### config.mk
export PLATFORM = sky130hd
export DESIGN_NAME = utmi_link_bist
export DESIGN_NICKNAME = d
export VERILOG_FILES = /design/src/rtl/utmi_link_bist.sv
export SDC_FILE = /design/constraint.sdc
export NUM_CORES = 1
export LEC_CHECK = 0
export BUFFER_PORTS_ARGS = -buffer_cell sky130_fd_sc_hd__buf_2
export CORE_MARGIN = 4
export CORE_UTILIZATION = 33
export DETAILED_ROUTE_END_ITERATION = 16
export SYNTH_ARGS = -nofsm -noshare
export SYNTH_HDL_FRONTEND = slang
export SYNTH_SLANG_ARGS = --single-unit
### constraint.sdc
create_clock -name clk_i -period 5.5 [get_ports clk_i]
set_clock_uncertainty 0.2 [all_clocks]
set_input_delay 0.825 -clock clk_i [delete_from_list [all_inputs] [get_ports clk_i]]
set_output_delay 0.825 -clock clk_i [all_outputs]
set_load 0.01 [all_outputs]
### src/rtl/utmi_link_bist.sv
// utmi_link_bist: UTMI pseudo-random packet generator with in-order loopback scoreboard.
// Transmitted bytes are queued and compared against returned bytes; errors and packets are counted.
module utmi_link_bist #(
  parameter int          LEN_W      = 4,
  parameter int          FIFO_DEPTH = 32,
  parameter int          IPG_CYCLES = 8,
  parameter logic [15:0] SEED       = 16'hACE1,
  parameter int          CNT_W      = 16
) (
  input  logic             clk_i,
  input  logic             rst_ni,
  input  logic             enable_i,
  input  logic             clear_i,
  output logic [7:0]       utmi_data_o,
  output logic             utmi_txvalid_o,
  input  logic             utmi_txready_i,
  input  logic [7:0]       utmi_data_i,
  input  logic             utmi_rxvalid_i,
  input  logic             utmi_rxactive_i,
  input  logic             utmi_rxerror_i,
  output logic             busy_o,
  output logic [CNT_W-1:0] tx_pkts_o,
  output logic [CNT_W-1:0] rx_pkts_o,
  output logic [CNT_W-1:0] err_cnt_o,
  output logic             err_o
);
  localparam int AW = $clog2(FIFO_DEPTH);
  localparam int GW = $clog2(IPG_CYCLES + 1);
  localparam logic [AW:0] MAX_FILL = (AW+1)'(FIFO_DEPTH - (1 << LEN_W));
  localparam logic [AW:0] FULL = (AW+1)'(FIFO_DEPTH);
  localparam logic [GW-1:0] GAP_LAST = GW'(IPG_CYCLES - 1);

  typedef enum logic [1:0] {IDLE, PID, DATA, GAP} state_t;

  state_t           state;
  logic [15:0]      lfsr, lfsr_nx;
  logic [LEN_W-1:0] len_r, rem;
  logic [GW-1:0]    gap_cnt;
  logic [7:0]       mem [FIFO_DEPTH];
  logic [AW-1:0]    wr_ptr, rd_ptr;
  logic [AW:0]      cnt, cnt_nx;
  logic             start, accept, last, txv_nx;
  logic             pop_req, pop, push, pop_err, push_err, rx_err, rxactive_q;
  logic [1:0]       err_inc;

  function automatic logic [CNT_W-1:0] sat_add(input logic [CNT_W-1:0] a, input logic [1:0] b);
    logic [CNT_W:0] s;
    s = {1'b0, a} + (CNT_W+1)'(b);
    return s[CNT_W] ? '1 : s[CNT_W-1:0];
  endfunction

  always_comb begin
    lfsr_nx  = lfsr[0] ? (lfsr >> 1) ^ 16'hB400 : lfsr >> 1;
    start    = state == IDLE && enable_i && cnt <= MAX_FILL;
    accept   = utmi_txvalid_o && utmi_txready_i;
    last     = accept && (state == PID ? len_r == '0 : rem == LEN_W'(1));
    txv_nx   = start || (utmi_txvalid_o && !last);
    pop_req  = utmi_rxvalid_i && utmi_rxactive_i;
    pop      = pop_req && cnt != '0;
    pop_err  = pop_req && (cnt == '0 || mem[rd_ptr] != utmi_data_i);
    push     = accept && (cnt != FULL || pop);
    push_err = accept && !push;
    rx_err   = utmi_rxerror_i && utmi_rxactive_i;
    err_inc  = 2'(pop_err) + 2'(push_err) + 2'(rx_err);
    cnt_nx   = cnt + (AW+1)'(push) - (AW+1)'(pop);
  end

  // LFSR advances on the length draw and on every accepted byte, so data is lfsr[7:0] after each advance.
  always_ff @(posedge clk_i or negedge rst_ni) begin
    if (!rst_ni) begin
      state          <= IDLE;
      lfsr           <= SEED;
      len_r          <= '0;
      rem            <= '0;
      gap_cnt        <= '0;
      utmi_data_o    <= '0;
      utmi_txvalid_o <= 1'b0;
    end else begin
      utmi_txvalid_o <= txv_nx;
      case (state)
        IDLE: if (start) begin
          len_r       <= lfsr[LEN_W-1:0];
          lfsr        <= lfsr_nx;
          utmi_data_o <= {~lfsr_nx[3:0], lfsr_nx[3:0]};
          state       <= PID;
        end
        PID: if (accept) begin
          lfsr        <= lfsr_nx;
          rem         <= len_r;
          utmi_data_o <= lfsr_nx[7:0];
          gap_cnt     <= '0;
          state       <= len_r == '0 ? GAP : DATA;
        end
        DATA: if (accept) begin
          lfsr        <= lfsr_nx;
          rem         <= rem - 1'b1;
          utmi_data_o <= lfsr_nx[7:0];
          gap_cnt     <= '0;
          state       <= last ? GAP : DATA;
        end
        default: begin
          gap_cnt <= gap_cnt + 1'b1;
          if (gap_cnt == GAP_LAST) state <= IDLE;
        end
      endcase
    end
  end

  always_ff @(posedge clk_i) if (push) mem[wr_ptr] <= utmi_data_o;

  // An empty FIFO never bypasses: a pop request against it is an underflow even if a push lands this cycle.
  always_ff @(posedge clk_i or negedge rst_ni) begin
    if (!rst_ni) begin
      wr_ptr     <= '0;
      rd_ptr     <= '0;
      cnt        <= '0;
      busy_o     <= 1'b0;
      rxactive_q <= 1'b0;
      tx_pkts_o  <= '0;
      rx_pkts_o  <= '0;
      err_cnt_o  <= '0;
      err_o      <= 1'b0;
    end else begin
      if (push) wr_ptr <= wr_ptr + 1'b1;
      if (pop) rd_ptr <= rd_ptr + 1'b1;
      cnt        <= cnt_nx;
      busy_o     <= txv_nx || cnt_nx != '0;
      rxactive_q <= utmi_rxactive_i;
      tx_pkts_o  <= clear_i ? '0 : sat_add(tx_pkts_o, {1'b0, last});
      rx_pkts_o  <= clear_i ? '0 : sat_add(rx_pkts_o, {1'b0, rxactive_q && !utmi_rxactive_i});
      err_cnt_o  <= clear_i ? '0 : sat_add(err_cnt_o, err_inc);
      err_o      <= !clear_i && (err_o || err_inc != '0);
    end
  end
endmodule

# [Yosys cells after proc, flatten, opt, wreduce, memory -nomap -nowiden]
# Memories as Yosys holds them, arrays and structs flattened.
# Index checks and enable logic that the tools add are counted.
[totals] register_bits=106 ramBits=256 input_bits=16 output_inout_bits=59 memories=1
[classes] addsub=11 magnitude_cmp=1 eq_ne=10 n_mux=28 bitwise=3 n_reduce_logical=37
[memory_table] name="mem" words=32 width=8 rd=1 rd_ports_with_merged_regs=0 write_ports=1 line="39" text="logic [7:0] mem [FIFO_DEPTH];"
[op_table] operator="$mux W16" count=9
[op_table] operator="$add A16 B1 Y17" count=2
[op_table] operator="$pmux W16 S2" count=1
[op_table] operator="$add A16 B2 Y17" count=1
[op_table] operator="$mux W8" count=2
[op_table] operator="$pmux W4 S2" count=2
[op_table] operator="$pmux W8 S2" count=1
[op_table] operator="$logic_and A1 B1 Y1" count=13
[op_table] operator="$mux W4" count=3
[op_table] operator="$reduce_bool A6 Y1" count=2
[op_table] operator="$add A5 B1 Y5 const B" count=2
[op_table] operator="$mux W2" count=4
[op_table] operator="$ne A8 B8 Y1" count=1
[op_table] operator="$add A6 B1 Y6" count=1
[op_table] operator="$le A6 B5 Y1 const B" count=1
[op_table] operator="$logic_not A6 Y1" count=1
[op_table] operator="$ne A2 B2 Y1 const B" count=3
[op_table] operator="$ne A6 B6 Y1 const B" count=1
[op_table] operator="$pmux W2 S3" count=1
[op_table] operator="$reduce_and A3 Y1" count=2
[op_table] operator="$reduce_bool A2 Y1" count=3
[op_table] operator="$sub A6 B1 Y6" count=1
[op_table] operator="$logic_or A1 B1 Y1" count=5
[op_table] operator="$mux W1" count=5
[op_table] operator="19 further kinds" count=23

# [Logic depth before layout (Yosys ltp)]
# Gate-level depths: netlist (run 1).
[logic_depth] ltp_word=11 depth_mapped=21 depth_no_buf=19

# [Worst setup path before layout (run 1)]
# OpenSTA, ideal clock, no wires.
[synth_path] path_type="register to register" from="register rd_ptr[0]" to="register err_cnt_o[10]" setup_time_ns=0.137 arrival_ns=4.592 setup_slack_ns=0.571 path_stages_with_launch=20 n_path_buf=3 cell_sequence="dfrtp_1 -> buf_6 -> or3b_2 -> clkbuf_1 -> o221ai_1 -> a211oi_2 -> a21oi_1 -> xnor2_1 -> nand2_1 -> o41a_1 -> fa_1 -> ha_1 -> fa_1 -> and3_1 -> and3_1 -> and3_1 -> and3_1 -> nand3_1 -> clkbuf_1 -> a21oi_1"
[synth_between] elab_chain_len=9
[synth_rtl] element="start, declared" line="40" text="logic [AW-1:0] wr_ptr, rd_ptr;"
[synth_rtl] element="start signal, assigned" line="125" text="if (pop) rd_ptr <= rd_ptr + 1'b1;"
[synth_rtl] element="$mem_v2 Z32 W8"
[synth_rtl] element="$ne A8 B8 Y1" line="60" text="pop_err = pop_req && (cnt == '0 || mem[rd_ptr] != utmi_data_i);"
[synth_rtl] element="$logic_or A1 B1 Y1" line="60"
[synth_rtl] element="$logic_and A1 B1 Y1" line="60"
[synth_rtl] element="$add A1 B1 Y2" line="64" text="err_inc = 2'(pop_err) + 2'(push_err) + 2'(rx_err);"
[synth_rtl] element="$add A2 B1 Y2" line="64"
[synth_rtl] element="$add A16 B2 Y17" line="48" text="s = {1'b0, a} + (CNT_W+1)'(b);"
[synth_rtl] element="$mux W16" line="49" text="return s[CNT_W] ? '1 : s[CNT_W-1:0];"
[synth_rtl] element="$mux W16" line="131" text="err_cnt_o <= clear_i ? '0 : sat_add(err_cnt_o, err_inc);"
[synth_rtl] element="end signal, assigned" line="131"
[synth_rtl] element="end, declared" line="24" text="output logic [CNT_W-1:0] err_cnt_o,"
# No other way between the ends.
# A chain may end at the register's enable or synchronous reset.

# [Final worst setup path (run 1)]
[layout_path] from="register rd_ptr[1]" to="register err_cnt_o[9]"
# Same word-level chain as after synthesis.

==> results of run 1 <==
cells by family (layout without fill, tap and decap cells):
| logic type | Yosys count | count (layout) |
|---|---|---|
| AO/OA/AOI/OAI | 155 | 155 |
| XOR/XNOR | 52 | 52 |
| adder cells (fa/ha/maj) | 31 | 31 |
| buffers and inverters | 82 | 206 |
| flip-flops | 359 | 359 |
| multiplexers | 106 | 106 |
| other | 0 | 1 |
| AND/OR/NAND/NOR | 207 | 207 |
cells in the final DEF, fill, tap and decap left out, drive strengths merged, types with 4 or more instances in the layout:
cell,count
clkbuf,44
nor2b,6
bufinv,5
and3,20
o221ai,4
a31oi,9
nand2,57
xor2,21
a211oi,8
nand4,6
o21ai,26
or3b,4
inv,33
buf,107
nor2,56
a21oi,58
nand3,22
nor3,9
a22o,4
o22ai,6
a22oi,14
clkinv,16
dfstp,8
mux2,21
ha,28
dfrtp,95
xnor2,31
mux4,43
and4,4
nor3b,4
edfxtp,256
mux2i,42
and2,5
layout make-up:
cell class,instances,area [um^2]
multi-input combinational,551,4511
timing repair buffer,107,686.9
tap,600,750.7
sequential,359,10280
inverter,32,120.1
antenna,1,2.502
clock buffer,44,972.2
fill,4224,27810
clock inverter,23,251.5
state kept, by name, summed over array words and instances (netlist names):
| signal | flops |
|---|---|
| busy_o | 1 |
| cnt | 6 |
| err_cnt_o | 16 |
| err_o | 1 |
| gap_cnt | 4 |
| len_r | 4 |
| lfsr | 13 |
| mem | 256 |
| rd_ptr | 5 |
| rem | 4 |
| rx_pkts_o | 16 |
| rxactive_q | 1 |
| state | 2 |
| tx_pkts_o | 16 |
| utmi_data_o | 8 |
| utmi_txvalid_o | 1 |
| wr_ptr | 5 |
what timing repair did:
action / CTS / global route
endpoints found under the setup margin: 0 / 15
gates resized for setup: 0 / 2
setup buffers: 0 / 2
per-stage QoR:
stage / instances / utilization / area [um^2]
6_report: 1717 / 0.3873 / 17570
5_1_grt: 1716 / 0.3872 / 17570
4_1_cts: 1714 / 0.3866 / 17540
2_1_floorplan: 992 / - / 15170
3_3_place_gp: 1647 / 0.3596 / 16320
3_5_place_dp: 1647 / 0.3596 / 16320
power groups by stage:
stage | clock (W) | sequential, W | combinational (W)
final | 0.00256 | 0.00368 | 0.00276
after global routing | 0.00272 | 0.00371 | 0.00304
after CTS | 0.00261 | 0.00369 | 0.00277
after detailed placement | 0 | 0.00374 | 0.00276
after global placement | 0 | 0.00374 | 0.00271
after floorplan | 0 | 0.00370 | 0.00187
how the worst min path moves through the flow:
stage / cells past startpoint / to / start
4_1_cts: 1 / rxactive_q$_DFF_PN0_ / utmi_rxactive_i
3_5_place_dp: 2 / lfsr[12]$_DFFE_PN0P_ / lfsr[12]$_DFFE_PN0P_
2_1_floorplan: 2 / lfsr[12]$_DFFE_PN0P_ / lfsr[12]$_DFFE_PN0P_
6_report: 1 / rx_pkts_o[3]$_DFF_PN0_ / rst_ni
5_1_grt: 1 / rxactive_q$_DFF_PN0_ / utmi_rxactive_i
3_3_place_gp: 2 / lfsr[10]$_DFFE_PN1P_ / lfsr[10]$_DFFE_PN1P_
per-layer routing:
layer	share of wire	up-vias	global-route usage
met5	0	-	0
met1	0.46	4495	0.2084
met4	0.024	0	0.03778
met2	0.45	245	0.2147
met3	0.064	67	0.03184
li1	-	3958	-
==> impl_metrics.ini, run 1 <==
[status]
status = finished clean

[logic_synthesis]
synth-edff-count = 256
synth_top_cell_area_share = 0.5068
syn-cell-area_mm2 = 0.01517
synth_compound_area_frac = 0.06467
yosys.area.top_type = edfxtp_1
syn_nets = 1039
synth_cells = 992
yosysWarnings = 0
synth_flop_cell = edfxtp_1
syn_area_per_cell_um2 = 15.29
ys_top_cells_by_count = edfxtp_1 (256), dfrtp_1 (95), a21oi_1 (58), nand2_1 (57), nor2_1 (55)
yosysMostFrequentCell = edfxtp_1
synth-simple-area-share = 0.06714
synth_fa_ha_area_frac = 0.02705
async_flop_share = 0.2869
ys_ff_latch = 359
synth-xor-area-share = 0.03002
synth.area.mux_share = 0.1079
yosysSeqAreaShare = 0.6773
synth_top_family_by_area = multiplexers
synth_cell_types = 68
synthTopCellsByArea = edfxtp_1 (51%), dfrtp_1 (16%), mux4_2 (5.9%)

[setup_path]
crit_cells = 17
critPathRequiredTime_ns = 5.65
cpMostUsedCell = and3_1
cp_cell_sequence = buf_4 > mux4_2 > o311ai_1 > buf_4 > a32oi_1 > xor2_1 > o41a_1 > fa_1 > ha_1 > fa_1 > and3_1 > and3_1 > and3_1 > and3_1 > nand3_1 > buf_12 > a21oi_1
slowest_delay_ns = 0.61
critPathTopFamily = adder cells
crit_arrival_ns = 5.40
critPathLaunchType = flop
crit_end = err_cnt_o[9]$_DFF_PN0_
cp-end-kind = flop
slowest_stage = dfrtp_4
startpoint = rd_ptr[1]$_DFFE_PN0P_
r2r_end = err_cnt_o[9]$_DFF_PN0_
worstSetupPathType = reg -> reg
rrSetupSlack_ns = 0.26
cp_num_buf_inv = 3
crit_fanout = 13
worst_r2r_path_depth = 17
r2r_start = rd_ptr[1]$_DFFE_PN0P_

[worst_hold_path]
hp-class = in -> async

[placed_design]
io_buffers = 74
post-place-ws_ns = 0.2081
dp_hpwl_mm = 23.06
globalplace.congestion = 0.8539

[cts]
cts_hold_buf = 0
path_clk_slew_ns = 0.06
cts_buffers = 37
clock_latency_ns = 0.54
htree_levels = 2
cts_tree = done
clock_sinks = 359
root_buffer = clkbuf_16
clock_path_buffers = 3

[timing]
fmax_mhz = 190.7
hold_violations = 0
setup_viol = 0
tightest_slew_ns = 0.9890
tns_ns = 0
relSlewSlack = 0.3405
period_share = 0.9534
whs_ns = 0.2016
drv_slew = 0
period_needed_ns = 5.244
rsz0062_at_grt = false
layout_setup_ws_ns = 0.2563

[power_and_ir_drop]
ir_drop_mv = 0.2397
internal_power_w = 0.006077
p_total_w = 0.009005
powerDensity_mw_per_mm2 = 512.4
power.leakage_nw = 6.542
p_sw_w = 0.002927
pwr-share-seq = 0.409
pwr-share-clk = 0.284
p_comb_frac = 0.307
power.share.switching = 0.3251

[global_routing]
grt_max_degree = 67
grt_pass1_wl_mm = 55.23
first_global_vias = 8979
antenna_found_initial = 0
grt_usage = 0.1420
overflow = 0

[drt]
drtAntennaViolNets = 0
routed_wl_mm = 35.45
vias = 8765
first_iter_violations = 740
avgRoutedWirePerCell_um = 20.65
viasPerCell = 5.105
drc = 0
drtPass1Iterations = 7

[floorplan]
die_w_um = 222.4
dieArea_mm2 = 0.04946
ios = 75
core_area_mm2 = 0.04538
rows = 78
die_h_um = 222.4
start_util = 0.3343

[layout]
finalNetCount = 1135
layout-drive-gt1-share = 0.2231
area_growth_syn_to_layout_pct = 15.85

[run]
cap_violations = 0
(Power assumes the default switching activity.)
==> run 2, diff against run 1 <==
--- a/config.mk
+++ b/config.mk
@@ -8,7 +8,9 @@
 export BUFFER_PORTS_ARGS = -buffer_cell sky130_fd_sc_hd__buf_2
 export CORE_MARGIN = 4
 export CORE_UTILIZATION = 33
+export CTS_BUF_LIST = sky130_fd_sc_hd__clkbuf_2 sky130_fd_sc_hd__clkbuf_4 sky130_fd_sc_hd__clkbuf_8
 export DETAILED_ROUTE_END_ITERATION = 16
+export RECOVER_POWER = 25
 export SYNTH_ARGS = -nofsm -noshare
 export SYNTH_HDL_FRONTEND = slang
 export SYNTH_SLANG_ARGS = --single-unit
==> run 2 against run 1 <==
Against the previous run:
- the run now ends with max-capacitance violations, max-slew violations left
- routed wire length up 0.89%
- die area unchanged
- setup slack worse by 0.0033 ns
- sequential share of layout area up 0.14 points
==> impl_metrics.ini, run 2 (same netlist as run 1, synthesis figures left out) <==
[setup_path]
crit_arrival_ns = 5.48
rrSetupSlack_ns = 0.25
critPathLaunchType = flop
critPathRequiredTime_ns = 5.73
worstSetupPathType = reg -> reg
cp-end-kind = flop
crit_fanout = 17

[timing]
setup_viol = 0
drv_slew = 209
relSlewSlack = -1.394
rsz0062_at_grt = false
tightest_slew_ns = 3.591
fmax_mhz = 190.6
tns_ns = 0
hold_violations = 0
period_needed_ns = 5.247
period_share = 0.9540

[global_routing]
first_global_vias = 9239
grt_max_degree = 67
grt_usage = 0.1434
overflow = 0
grt_pass1_wl_mm = 55.75
antenna_found_initial = 0

[cts]
htree_levels = 2
clock_sinks = 359
cts_tree = done
cts_buffers = 56
clock_path_buffers = 3
clock_latency_ns = 0.61
cts_hold_buf = 0
root_buffer = clkbuf_8
path_clk_slew_ns = 0.07

[power_and_ir_drop]
powerDensity_mw_per_mm2 = 505.1
p_total_w = 0.008855
ir_drop_mv = 0.2364
power.leakage_nw = 6.535

[layout]
final.fill_count = 4254
antenna_cells = 0
stdcell_count = 1754
largest_reg_flops = 256
layout-drive-gt1-share = 0.2357
layout_commonest_cell = edfxtp_1
top_register = mem
finalNetCount = 1153
final_util = 0.3863
final_cell_mix = edfxtp_1 (256), dfrtp_1 (93), buf_2 (72)
area_growth_syn_to_layout_pct = 15.57

[placed_design]
io_buffers = 74
globalplace.congestion = 0.8539
dp_hpwl_mm = 23.06
dp.cells = 1647

[drt]
first_iter_violations = 789
vias = 8831
viasPerCell = 5.035
drtPass1Iterations = 5
avgRoutedWirePerCell_um = 20.39
drtAntennaViolNets = 0
routed_wl_mm = 35.77
drc = 0

[floorplan]
dieArea_mm2 = 0.04946
rows = 78
die_h_um = 222.4
start_util = 0.3343
ios = 75
die_w_um = 222.4
core_area_mm2 = 0.04538

[run]
cap_violations = 5

[status]
status = finished with violations
violations = max-capacitance violations, max-slew violations

[worst_hold_path]
hp-class = in -> reg
-- run 2: path summary, 6_finish.rpt --
kind	startpoint	to	cells past startpoint
min in group asynchronous	rst_ni	rd_ptr[2]$_DFFE_PN0P_	1
max	rd_ptr[2]$_DFFE_PN0P_	err_cnt_o[9]$_DFF_PN0_	18
min reg2reg	lfsr[13]$_DFFE_PN1P_	lfsr[13]$_DFFE_PN1P_	2
max in group asynchronous	rst_ni	rd_ptr[1]$_DFFE_PN0P_	1
max reg2reg	rd_ptr[2]$_DFFE_PN0P_	err_cnt_o[9]$_DFF_PN0_	18
min	utmi_rxactive_i	rxactive_q$_DFF_PN0_	1
-- run 2: per-layer routing --
| layer | track usage | share of wire | vias up |
|---|---|---|---|
| li1 | - | - | 4009 |
| met1 | 0.2072 | 0.46 | 4506 |
| met2 | 0.2188 | 0.46 | 259 |
| met3 | 0.03488 | 0.069 | 57 |
| met4 | 0.03738 | 0.019 | 0 |
| met5 | 0 | 0 | - |
-- run 2: repair_timing --
action / CTS / global route
buffers inserted: 0 / 1
hold endpoints to repair: 0 / 0
gates resized for setup: 0 / 2
endpoints found under the setup margin: 0 / 14
-- run 2: through the flow --
stage	cell area (um^2)	worst slack, ns	hold WS (ns)
final	17530	0.2530	0.1962
after CTS	17530	0.1677	0.1379
after floorplan	15170	0.5713	0.2460
after detailed placement	16320	0.2081	0.2762
after global routing	17530	0.01040	0.1669
after global placement	16320	0.2015	0.2691
-- run 2: critical path, cell delays in order (launching register included) --
cell and delay (ns):
dfrtp_1 0.40, buf_4 0.22, nand3b_1 0.47, o221ai_1 0.44, a21oi_1 0.09, a22oi_1 0.23
xnor2_1 0.14, nand4_1 0.10, o41a_1 0.42, fa_1 0.55, ha_1 0.23, fa_1 0.39
and3_1 0.18, and3_1 0.21, and3_1 0.22, and3_1 0.22, nand3_1 0.14, buf_12 0.14
a21oi_1 0.06
-- run 2: report_power, final --
group | total [W] | internal [W] | switching, W
Combinational | 0.00275 | 0.00114 | 0.00161
Clock | 0.00241 | 0.00136 | 0.00105
Sequential | 0.00369 | 0.00343 | 0.000258
-- run 2: area by class of cell --
cell class / instances / area [um^2] / share of cell area
Clock buffer: 78 / 960.9 / 0.05481
Clock inverter: 28 / 250.2 / 0.01427
Inverter: 32 / 120.1 / 0.006851
Multi-Input combinational cell: 551 / 4511 / 0.2573
Sequential cell: 359 / 10280 / 0.5864
Tap cell: 600 / 750.7 / 0.04282
Timing Repair Buffer: 106 / 659.4 / 0.03761
==> run 3, diff against run 2 <==
--- a/config.mk
+++ b/config.mk
@@ -6,9 +6,10 @@
 export NUM_CORES = 1
 export LEC_CHECK = 0
 export BUFFER_PORTS_ARGS = -buffer_cell sky130_fd_sc_hd__buf_2
+export CORE_ASPECT_RATIO = 0.6
 export CORE_MARGIN = 4
 export CORE_UTILIZATION = 33
-export CTS_BUF_LIST = sky130_fd_sc_hd__clkbuf_2 sky130_fd_sc_hd__clkbuf_4 sky130_fd_sc_hd__clkbuf_8
+export CTS_BUF_LIST = sky130_fd_sc_hd__clkbuf_16
 export DETAILED_ROUTE_END_ITERATION = 16
 export RECOVER_POWER = 25
 export SYNTH_ARGS = -nofsm -noshare
==> run 3 against run 2 <==
Against the previous run:
- the run still ends with max-capacitance violations, max-slew violations left
- critical endpoint is now err_cnt_o[8]$_DFF_PN0_
- sequential cell count unchanged
- total power increased by 1.5%
- fmax decreased by 0.50%
==> impl_metrics.ini, run 3 (same netlist as run 1, synthesis figures left out) <==
[power_and_ir_drop]
power.share.switching = 0.3334
p_comb_frac = 0.317
powerDensity_mw_per_mm2 = 513.0
p_total_w = 0.008988
ir_drop_mv = 0.3094
power.leakage_nw = 6.478
internal_power_w = 0.005991
pwr-share-seq = 0.412
p_sw_w = 0.002997
pwr-share-clk = 0.271

[floorplan]
die_w_um = 284.8
start_util = 0.3362
dieArea_mm2 = 0.04957
die_h_um = 174.1
ios = 75
rows = 60
core_area_mm2 = 0.04512

[layout]
finalNetCount = 1134
final_cell_mix = edfxtp_1 (256), dfrtp_1 (93), buf_2 (72)
layout_commonest_cell = edfxtp_1
stdcell_count = 1732
top_register = mem
antenna_cells = 0
area_growth_syn_to_layout_pct = 15.50
layout-drive-gt1-share = 0.2113
largest_reg_flops = 256

[setup_path]
worstSetupPathType = reg -> reg
startpoint = rd_ptr[1]$_DFFE_PN0P_
rrSetupSlack_ns = 0.23
slowest_stage = dfrtp_4
critPathRequiredTime_ns = 5.65
cp_cell_sequence = buf_4 > buf_4 > mux4_2 > a22oi_1 > a32oi_1 > xor2_1 > o41a_1 > fa_1 > ha_1 > fa_1 > and3_1 > and3_1 > and3_1 > and3_1 > nand3_1 > buf_4 > a21oi_1
r2r_end = err_cnt_o[8]$_DFF_PN0_
worst_r2r_path_depth = 17
cp-end-kind = flop
crit_arrival_ns = 5.42
crit_end = err_cnt_o[8]$_DFF_PN0_
crit_fanout = 10
slowest_delay_ns = 0.57
cpMostUsedCell = and3_1
critPathLaunchType = flop
r2r_start = rd_ptr[1]$_DFFE_PN0P_

[timing]
period_share = 0.9587
layout_setup_ws_ns = 0.2269
tightest_slew_ns = 3.379
relSlewSlack = -1.252
tns_ns = 0
drv_slew = 241
fmax_mhz = 189.6
hold_violations = 0
setup_viol = 0
whs_ns = 0.2688
period_needed_ns = 5.273

[drt]
drtAntennaViolNets = 0
first_iter_violations = 953
avgRoutedWirePerCell_um = 21.69
drc = 0
viasPerCell = 5.151
vias = 8922
routed_wl_mm = 37.57
drtPass1Iterations = 7

[global_routing]
antenna_found_initial = 1
grt_usage = 0.1488
grt_pass1_wl_mm = 56.28
grt_max_degree = 62
first_global_vias = 8622
overflow = 0

[cts]
root_buffer = clkbuf_16
cts_hold_buf = 0
htree_levels = 2
clock_latency_ns = 0.53
clock_sinks = 359
cts_tree = done
cts_buffers = 34
path_clk_slew_ns = 0.07
clock_path_buffers = 3

[placed_design]
post-place-ws_ns = 0.07285
globalplace.congestion = 0.8768
io_buffers = 74
dp_hpwl_mm = 25.23
dp.cells = 1666

[worst_hold_path]
hp-class = in -> reg
worstHoldStart = utmi_rxactive_i

[status]
violations = max-capacitance violations, max-slew violations
status = finished with violations

[run]
cap_violations = 6
-- run 3: worst min-delay path by stage --
stage | slack [ns] | endpoint | cells after the start
after floorplan | 0.25 | lfsr[12]$_DFFE_PN0P_ | 2
after global placement | 0.26 | lfsr[12]$_DFFE_PN0P_ | 2
after detailed placement | 0.27 | lfsr[12]$_DFFE_PN0P_ | 2
after CTS | 0.21 | tx_pkts_o[2]$_DFF_PN0_ | 1
after global routing | 0.24 | rxactive_q$_DFF_PN0_ | 1
final | 0.27 | rxactive_q$_DFF_PN0_ | 1
-- run 3: through the flow --
step                      instance area, um^2    util
after detailed placement                16330  0.3618
after floorplan                         15170       -
after global placement                  16330  0.3618
after CTS                               17470  0.3872
final                                   17520  0.3883
after global routing                    17520  0.3883
-- run 3: power by group through the flow --
stage | sequential, W | combinational [W] | clock (W)
2_1_floorplan | 0.00370 | 0.00187 | 0
3_3_place_gp | 0.00375 | 0.00274 | 0
3_5_place_dp | 0.00376 | 0.00279 | 0
4_1_cts | 0.00371 | 0.00280 | 0.00248
5_1_grt | 0.00374 | 0.00310 | 0.00260
6_report | 0.00370 | 0.00285 | 0.00244
-- run 3: critical path, delay by kind of cell (launching register included) --
kind                     cells  cell delay [ns]
AO/OA/AOI/OAI                4             1.20
AND/OR/NAND/NOR              5             0.97
flip-flops                   1             0.57
buffers and inverters        3             0.53
multiplexers                 1             0.30
adder cells (fa/ha/maj)      3             1.15
XOR/XNOR                     1             0.17
-- run 3: final cells by class --
cell class                 count  area, um^2
timing repair buffer         109       674.4
sequential                   359       10280
inverter                      32       120.1
multi-input combinational    551        4528
fill                        4181       27600
clock inverter                24       216.5
clock buffer                  37       925.9
tap                          620       775.7
-- run 3: repair_timing --
action	4_1_cts	5_1_grt
setup buffers	0	5
endpoints found under the setup margin	0	16
hold endpoints to repair	0	0
resized for setup	0	5
-- run 3: routing by layer --
metal	global-route usage	vias to the layer above	wire, um
li1	-	3947	-
met1	0.2399	4614	18590
met2	0.2019	312	15360
met3	0.03552	49	3084
met4	0.02797	0	535
met5	0	-	0
